File: src/rtl/s_16bit_unfold_pkg.sv
// -----------------------------------------------------------------------------
// s_16bit_unfold_pkg
//   Shared types and widths for the folded-operand receiver.
//   - phase_e : byte phase within a four-byte frame (lo_a, fold_a, lo_b, fold_b)
//   - BYTE_W  : serial byte width
//   - WORD_W  : reconstructed operand width
// -----------------------------------------------------------------------------
package s_16bit_unfold_pkg;

    localparam int BYTE_W = 8;
    localparam int WORD_W = 16;

    typedef enum logic [1:0] {
        S_LOA = 2'd0,  // expecting low half of a
        S_AA  = 2'd1,  // expecting fold of a
        S_LOB = 2'd2,  // expecting low half of b
        S_BB  = 2'd3   // expecting fold of b (frame-completing byte)
    } phase_e;

endpackage

File: src/rtl/s_16bit_unfold_outreg.sv
// -----------------------------------------------------------------------------
// s_16bit_unfold_outreg
//   Single-entry valid/ready output register for reconstructed word pairs.
//   Data only changes on a load, so the pair holds stable while the sink stalls.
//   A load in the same cycle as a drain keeps o_valid high with the new pair.
//
//   Ports:
//     clk, rst_n     clock, asynchronous active-low reset
//     i_load         capture i_a/i_b this cycle (caller guarantees slot is free
//                    or draining)
//     i_a, i_b       pair to capture
//     i_ready        sink accepts the held pair
//     o_valid        a pair is held
//     o_a, o_b       held pair
// -----------------------------------------------------------------------------
module s_16bit_unfold_outreg
    import s_16bit_unfold_pkg::*;
(
    input  logic              clk,
    input  logic              rst_n,
    input  logic              i_load,
    input  logic [WORD_W-1:0] i_a,
    input  logic [WORD_W-1:0] i_b,
    input  logic              i_ready,
    output logic              o_valid,
    output logic [WORD_W-1:0] o_a,
    output logic [WORD_W-1:0] o_b
);

    logic              r_valid;
    logic [WORD_W-1:0] r_a;
    logic [WORD_W-1:0] r_b;

    // NOTE: state registers use non-blocking assignments so every flop samples
    // the pre-edge values of the others, independent of statement order.
    always_ff @(posedge clk or negedge rst_n) begin
        if (!rst_n) begin
            r_valid <= 1'b0;
            r_a     <= '0;
            r_b     <= '0;
        end else begin
            if (i_load) begin
                r_valid <= 1'b1;
                r_a     <= i_a;
                r_b     <= i_b;
            end else if (r_valid && i_ready) begin
                r_valid <= 1'b0;
            end
        end
    end

    assign o_valid = r_valid;
    assign o_a     = r_a;
    assign o_b     = r_b;

endmodule

File: src/rtl/s_16bit_unfold.sv
// -----------------------------------------------------------------------------
// s_16bit_unfold
//   Byte-serial receiver that rebuilds two 16-bit operands from folded frames.
//   Frame byte order: lo_a, fold_a, lo_b, fold_b, where fold = hi ^ lo.
//   High halves are recovered as fold ^ lo and the pair is presented on a
//   single-entry valid/ready output.
//
//   Ports:
//     clk, rst_n           clock, asynchronous active-low reset
//     in_valid/in_ready    byte handshake; in_sof marks lo_a of a frame
//     in_byte              serial byte
//     out_valid/out_ready  pair handshake
//     out_a, out_b         reconstructed operands
//     err_pulse            one-cycle pulse after a frame is aborted by in_sof
//     word_cnt             completed-frame counter (only when S16_UNFOLD_CNT_EN
//                          is defined)
//
//   Build option: define S16_UNFOLD_CNT_EN to add the word_cnt port/counter.
// -----------------------------------------------------------------------------
module s_16bit_unfold
    import s_16bit_unfold_pkg::*;
(
    input  logic              clk,
    input  logic              rst_n,
    input  logic              in_valid,
    input  logic              in_sof,
    input  logic [BYTE_W-1:0] in_byte,
    output logic              in_ready,
    output logic              out_valid,
    input  logic              out_ready,
    output logic [WORD_W-1:0] out_a,
    output logic [WORD_W-1:0] out_b,
    output logic              err_pulse
`ifdef S16_UNFOLD_CNT_EN
    ,
    output logic [WORD_W-1:0] word_cnt
`endif
);

    phase_e            r_state;
    phase_e            w_state_nxt;
    logic [BYTE_W-1:0] r_lo_a;
    logic [BYTE_W-1:0] r_hi_a;
    logic [BYTE_W-1:0] r_lo_b;
    logic              r_err;
    logic              w_accept;
    logic              w_load;
    logic              w_abort;
    logic              w_out_valid;
    logic [WORD_W-1:0] w_pair_a;
    logic [WORD_W-1:0] w_pair_b;

    // Phase register.
    always_ff @(posedge clk or negedge rst_n) begin
        if (!rst_n) begin
            r_state <= S_LOA;
        end else begin
            r_state <= w_state_nxt;
        end
    end

    // NOTE: every signal written here gets a default first, so no path through
    // the block leaves a value unassigned and no latch is inferred.
    always_comb begin
        w_state_nxt = r_state;
        w_load      = 1'b0;
        w_abort     = 1'b0;
        // Only the completing byte can stall, and only while the old pair
        // is still waiting for the sink.
        in_ready    = !((r_state == S_BB) && w_out_valid && !out_ready);
        w_accept    = in_valid && in_ready;

        if (w_accept) begin
            if (in_sof) begin
                // sof restarts the frame from any phase; a partial frame is lost.
                w_state_nxt = S_AA;
                w_abort     = (r_state != S_LOA);
            end else begin
                unique case (r_state)
                    S_LOA: w_state_nxt = S_AA;
                    S_AA:  w_state_nxt = S_LOB;
                    S_LOB: w_state_nxt = S_BB;
                    S_BB: begin
                        w_state_nxt = S_LOA;
                        w_load      = 1'b1;
                    end
                    default: w_state_nxt = S_LOA;
                endcase
            end
        end
    end

    // NOTE: the byte registers are reset along with the control state so a
    // reset mid-frame leaves no stale halves behind.
    always_ff @(posedge clk or negedge rst_n) begin
        if (!rst_n) begin
            r_lo_a <= '0;
            r_hi_a <= '0;
            r_lo_b <= '0;
            r_err  <= 1'b0;
        end else begin
            r_err <= w_abort;
            if (w_accept) begin
                if (in_sof || (r_state == S_LOA)) begin
                    r_lo_a <= in_byte;
                end else if (r_state == S_AA) begin
                    r_hi_a <= in_byte ^ r_lo_a;
                end else if (r_state == S_LOB) begin
                    r_lo_b <= in_byte;
                end
            end
        end
    end

    // hi_b is unfolded straight from the completing byte into the output slot.
    assign w_pair_a = {r_hi_a, r_lo_a};
    assign w_pair_b = {in_byte ^ r_lo_b, r_lo_b};

    s_16bit_unfold_outreg u_outreg (
        .clk     (clk),
        .rst_n   (rst_n),
        .i_load  (w_load),
        .i_a     (w_pair_a),
        .i_b     (w_pair_b),
        .i_ready (out_ready),
        .o_valid (w_out_valid),
        .o_a     (out_a),
        .o_b     (out_b)
    );

    assign out_valid = w_out_valid;
    assign err_pulse = r_err;

`ifdef S16_UNFOLD_CNT_EN
    logic [WORD_W-1:0] r_word_cnt;

    // Counts completed frames only; wraps naturally at 16 bits.
    always_ff @(posedge clk or negedge rst_n) begin
        if (!rst_n) begin
            r_word_cnt <= '0;
        end else if (w_load) begin
            r_word_cnt <= r_word_cnt + 1'b1;
        end
    end

    assign word_cnt = r_word_cnt;
`endif

endmodule

File: config.mk
export PLATFORM = sky130hd
export DESIGN_NAME = s_16bit_unfold
export DESIGN_NICKNAME = d
export VERILOG_FILES = /design/src/rtl/s_16bit_unfold_pkg.sv /design/src/rtl/s_16bit_unfold_outreg.sv /design/src/rtl/s_16bit_unfold.sv
export SDC_FILE = /design/constraint.sdc
export NUM_CORES = 1
export LEC_CHECK = 0
export CAP_MARGIN = 10
export CELL_PAD_IN_SITES_DETAIL_PLACEMENT = 1
export CELL_PAD_IN_SITES_GLOBAL_PLACEMENT = 1
export CORE_ASPECT_RATIO = 1.75
export CORE_UTILIZATION = 42
export CTS_CLUSTER_SIZE = 40
export DETAILED_ROUTE_END_ITERATION = 10
export GPL_ROUTABILITY_DRIVEN = 0
export GPL_TIMING_DRIVEN = 0
export PLACE_DENSITY_LB_ADDON = 0.1
export RECOVER_POWER = 100
export SETUP_SLACK_MARGIN = 0.02
export SLEW_MARGIN = 20
export SYNTH_ARGS = -nofsm -noshare
export SYNTH_HDL_FRONTEND = slang
export SYNTH_SLANG_ARGS = --single-unit
File: constraint.sdc
create_clock -name clk -period 3.4 [get_ports clk]
set_input_delay 0.68 -clock clk [delete_from_list [all_inputs] [get_ports clk]]
set_output_delay 0.68 -clock clk [all_outputs]
set_load 0.1 [all_outputs]
==> results of run 1 <==
## registers in the layout, summed over array words and instances (netlist names)
register          flops
u_outreg.o_valid      1
err_pulse             1
r_lo_a                8
u_outreg.o_a         16
r_hi_a                8
r_lo_b                8
r_state               2
u_outreg.o_b         16
## worst max path at each step
stage	start	cells past startpoint	slack [ns]	endpoint
floorplan	u_outreg.o_valid	4	1.03	r_state[0]
finish	out_ready	3	0.18	in_ready
global placement	rst_n	1	-0.03	u_outreg.o_a[7]
detailed placement	out_ready	3	0.23	in_ready
CTS	out_ready	3	0.23	in_ready
global route	out_ready	3	0.15	in_ready
## cell usage in the layout (no fill, tap or decap), types with 2 or more instances in the layout
master and instances:
nand2b_1 2, mux2_2 56, nand2_1 2, dfrtp_1 60, nor3b_1 2, clkdlybuf4s50_1 10
ha_1 4, nand4b_1 2, inv_1 2, dlygate4sd3_1 36, clkbuf_8 13, xor2_1 16
clkbuf_1 5
## through the flow
stage | hold WS, ns | utilization | worst slack, ns | TNS [ns] | std cells
final | 0.4962 | 0.5693 | 0.1792 | 0 | 294
after global routing | 0.5194 | 0.5693 | 0.1550 | 0 | 294
after CTS | 0.4392 | 0.5773 | 0.2277 | 0 | 294
after detailed placement | 0.4930 | 0.5440 | 0.2291 | 0 | 279
after global placement | 0.4828 | 0.5444 | -0.03452 | -1.733 | 279
after floorplan | 0.3844 | - | 1.035 | 0 | 156
## area by class of cell
class	count	area (µm²)
clock buffers	14	182.7
flip-flops and latches	60	1501
clock inverters	1	5.005
multi-input cells	90	933.4
plain buffers	4	15.01
fillers	569	2425
well taps	76	95.09
inverters	2	7.507
repair buffers	47	465.4
## cell families after synthesis
| logic type | after synthesis | share of synthesized area |
|---|---|---|
| AND/OR/NAND/NOR | 10 | 0.04605 |
| multiplexers | 57 | 0.2563 |
| AO/OA/AOI/OAI | 3 | 0.01001 |
| XOR/XNOR | 16 | 0.05605 |
| buffers and inverters | 6 | 0.01101 |
| adder cells (fa/ha/maj) | 4 | 0.02002 |
| flip-flops | 60 | 0.6006 |
## metal layers
metal,up-vias,GRT usage
met3,9,0.06468
met4,0,0.07807
met5,-,0
met1,775,0.2183
met2,40,0.3163
li1,656,-
==> metrics.cfg, run 1 <==
[clock_tree]
post_cts_buffers = 0
clock_sinks = 60
path_clk_slew_ns = 0.06
cts_tree = built
htree_levels = 3
clk-insertion-delay-late_ns = 0.32
cts.hold.buffers_added = 0
ctsResizeCount = 0
numCtsBuffers = 9
clockBufferDepth = 2
ctsRootBufferMaster = clkbuf_8

[yosys]
synth_nets = 173
ys_types = 18
yosysWarnings = 0
post-synth-top-area-cell = dfrtp_1
syn_area_per_cell_um2 = 16.02
synth-seq-cells = 60
synth-main-ff-cell = dfrtp_1
synth.most_common_cell = dfrtp_1
synth-seq-area-share = 0.6006
synth_cells = 156
synth-async-reset-ratio = 1.000
synth_top_cell_area_share = 0.6006
synth_edf_count = 0
synth_area_leaders = dfrtp_1 (60%), mux2_2 (25%), xor2_1 (5.6%)
syn_area_mm2 = 0.002500
synth.top_cells.by_count = dfrtp_1 (60), mux2_2 (56), xor2_1 (16), buf_2 (4), ha_1 (4)

[sta]
rsz0062_at_grt = no
fin_skew_ns = 0.009121
hold_viol = 0
finalCriticalPeriod_ns = 3.221
setup_viol = 0
slew_viol_final = 0
fmax_mhz = 310.5
tightest_slew_ns = 1.461
slew_headroom = 0.02602
finalCritPeriodShare = 0.9473

[finish]
final_area_mm2 = 0.003206
layout.nets = 231
insertedDiodeCount = 0
area_growth_pct = 28.23
layout-drive-gt1-share = 0.3303

[floorplan]
core_mm2 = 0.005630
num_rows = 36
start_util = 0.4440
dieWidth_um = 60.32
die_area_mm2 = 0.006277
io_pins = 48
die_h_um = 104.1

[hold_path]
worstHoldStart = u_outreg.o_b[13]
min_to = u_outreg.o_b[13]
holdPathStages = 1
hold_class = flip-flop to flip-flop

[drt]
routed-wl-met2_mm = 2.871
drt-vias-per-instance = 5.034
dr_wl_met3_um = 237
dr_total_vias = 1480
top_layer = met4
drt-met1-wl_mm = 1.919
wl_per_cell_um = 17.40
first_pass_iters = 4
wl_mm = 5.115
antenna_left = 0
drc = 0
drtIter0Drc = 38

[setup_path]
reg2reg_from = r_state[0]
rr_worst_depth = 5
crit_path_end_kind = output pin
cp_slowest_stage_delay_ns = 1.14
crit_family = buffers and inverters
r2r_end = r_lo_b[0]
cp-start-kind = input pin
path_max_fanout = 7
rrSetupSlack_ns = 1.31
crit_buf_inv = 2
path_cells = dlygate4sd3_1 > nand3b_4 > clkdlybuf4s50_1
cp_slowest_cell = clkdlybuf4s50_1
required_ns = 2.72
crit_type = input pin to output pin
worst_ep_arrival_time_ns = 2.54

[flow_run]
drv_cap = 0

[status]
status = complete, no violations

[grt]
gr-total-overflow = 0
grt_max_degree = 61
track_usage = 0.1917
grt_pass1_vias = 1730
antenna_found_initial = 0
grt_pass1_wl_mm = 8.790

[placed_design]
place_hpwl_mm = 3.608
dpl-instance-area_mm2 = 0.003063
port_buffers = 47

Power of run 1 is not shown: default switching activity piles up to over one toggle a cycle in this logic, so the estimate is an artifact.
==> inputs of run 2 (changes only) <==
--- a/config.mk
+++ b/config.mk
@@ -17,7 +17,7 @@
 export PLACE_DENSITY_LB_ADDON = 0.1
 export RECOVER_POWER = 100
 export SETUP_SLACK_MARGIN = 0.02
-export SLEW_MARGIN = 20
+export SLEW_MARGIN = 0
 export SYNTH_ARGS = -nofsm -noshare
 export SYNTH_HDL_FRONTEND = slang
 export SYNTH_SLANG_ARGS = --single-unit
==> run 2 against run 1 <==
Against the previous run: sequential share of layout area decreased by 0.58 points; highest routed layer unchanged; via count increased by 0.95%; routed wire length increased by 4.3%; core utilization increased by 0.71 points; global-route usage increased by 0.71 points; hold slack improved by 0.0016 ns; critical path depth unchanged.
==> metrics.cfg, run 2 (synthesis gave the netlist of run 1 again) <==
[status]
status = complete, no violations

[clock_tree]
clock_sinks = 60  ; unchanged
cts_tree = built
htree_levels = 3  ; unchanged
post_cts_buffers = 0  ; unchanged
clk-insertion-delay-late_ns = 0.34  ; +0.02 ns
clockBufferDepth = 2  ; unchanged
cts.hold.buffers_added = 0  ; unchanged
numCtsBuffers = 9  ; unchanged
ctsResizeCount = 0  ; unchanged
ctsRootBufferMaster = clkbuf_8
path_clk_slew_ns = 0.07  ; about the same

[sta]
finalCriticalPeriod_ns = 3.223  ; +0.002254 ns
hold_ws_ns = 0.4978  ; +0.001647 ns
fin_skew_ns = 0.008407  ; -0.0007144 ns
rsz0062_at_grt = no
tns_ns = 0  ; unchanged
slew_viol_final = 0  ; unchanged
hold_viol = 0  ; unchanged
slew_headroom = 0.007703  ; -0.01832
setup_viol = 0  ; unchanged
tightest_slew_ns = 1.486  ; +0.02505 ns
finalCritPeriodShare = 0.9479  ; about the same
final.setup.worst_slack_ns = 0.1770  ; -0.002254 ns
fmax_mhz = 310.3  ; about the same

[setup_path]
crit_path_end_kind = output pin
path_max_fanout = 7  ; unchanged
worst_ep_arrival_time_ns = 2.54  ; about the same
cp-start-kind = input pin
path_cells = dlygate4sd3_1 > nand3b_4 > clkdlybuf4s50_1
crit_type = input pin to output pin
required_ns = 2.72  ; about the same
cp_slowest_stage_delay_ns = 1.14  ; about the same
cp_slowest_cell = clkdlybuf4s50_1

[placed_design]
placed_cells = 280  ; +0.36%
port_buffers = 47  ; unchanged
place_hpwl_mm = 3.707  ; +2.7%
dp_slack_ns = 0.2284  ; -0.0007580 ns

[finish]
stdcell_count = 296  ; +0.68%
insertedDiodeCount = 0  ; unchanged
mostFrequentLayoutCells = dfrtp_1 (60), mux2_2 (56), dlygate4sd3_1 (36), xor2_1 (16)
final_common_cell = dfrtp_1
area_growth_pct = 29.83
layout.nets = 232  ; +0.43%
layout-drive-gt1-share = 0.3273  ; -0.003003

[floorplan]
io_pins = 48  ; unchanged
die_h_um = 104.1  ; unchanged
core_mm2 = 0.005630  ; unchanged
die_area_mm2 = 0.006277  ; unchanged
start_util = 0.4440  ; unchanged
dieWidth_um = 60.32  ; unchanged
num_rows = 36  ; unchanged

[grt]
gr-total-overflow = 0  ; unchanged
antenna_found_initial = 0  ; unchanged
grt_pass1_vias = 1745  ; +0.87%
grt_pass1_wl_mm = 8.983  ; +2.2%
grt_max_degree = 34  ; -44%
track_usage = 0.1988  ; +0.007126

[drt]
dr_total_vias = 1494  ; +0.95%
drt-vias-per-instance = 5.047  ; +0.26%
wl_mm = 5.334  ; +4.3%
drtIter0Drc = 39  ; +2.6%
first_pass_iters = 3  ; -1
drc = 0  ; unchanged
antenna_left = 0  ; unchanged
wl_per_cell_um = 18.02  ; +3.6%

[hold_path]
hold_class = flip-flop to flip-flop

[flow_run]
drv_cap = 0  ; unchanged

run 2: layer usage:
metal / vias up / track usage / share of wire
li1: 663 / - / -
met1: 786 / 0.2154 / 0.37
met2: 36 / 0.3391 / 0.57
met3: 9 / 0.06716 / 0.043
met4: 0 / 0.07973 / 0.016
met5: - / 0 / 0
run 2: worst max-delay path, delay by kind of cell:
| kind | cells | cell delay, ns |
|---|---|---|
| buffers and inverters | 2 | 1.68 |
| and+or+nand+nor | 1 | 0.18 |
run 2: through the flow:
step	util	area [µm²]
after detailed placement	0.5471	3080
after global routing	0.5764	3246
after floorplan	-	2500
after CTS	0.5856	3297
after global placement	0.5444	3065
final	0.5764	3246
run 2: final timing paths:
kind / from / end / slack (ns) / depth (start not counted)
setup / recovery: out_ready / in_ready / 0.18 / 3
max in group asynchronous: rst_n / r_hi_a[0] / 0.63 / 2
setup reg to reg: r_state[1] / r_lo_b[7] / 1.29 / 5
hold reg to reg: u_outreg.o_b[13] / u_outreg.o_b[13] / 0.50 / 1
hold / removal: u_outreg.o_b[13] / u_outreg.o_b[13] / 0.50 / 1
min in group asynchronous: rst_n / u_outreg.o_b[13] / 0.67 / 1
run 2: layout make-up:
class                   count  area, µm²
multi-input cells          90      933.4
repair buffers             48      476.7
flip-flops and latches     60       1501
well taps                  76      95.09
plain buffers               4      15.01
clock buffers              11      141.4
fillers                   562       2385
inverters                   2      7.507
clock inverters             5      75.07
Power of run 2 is left out for the same reason.
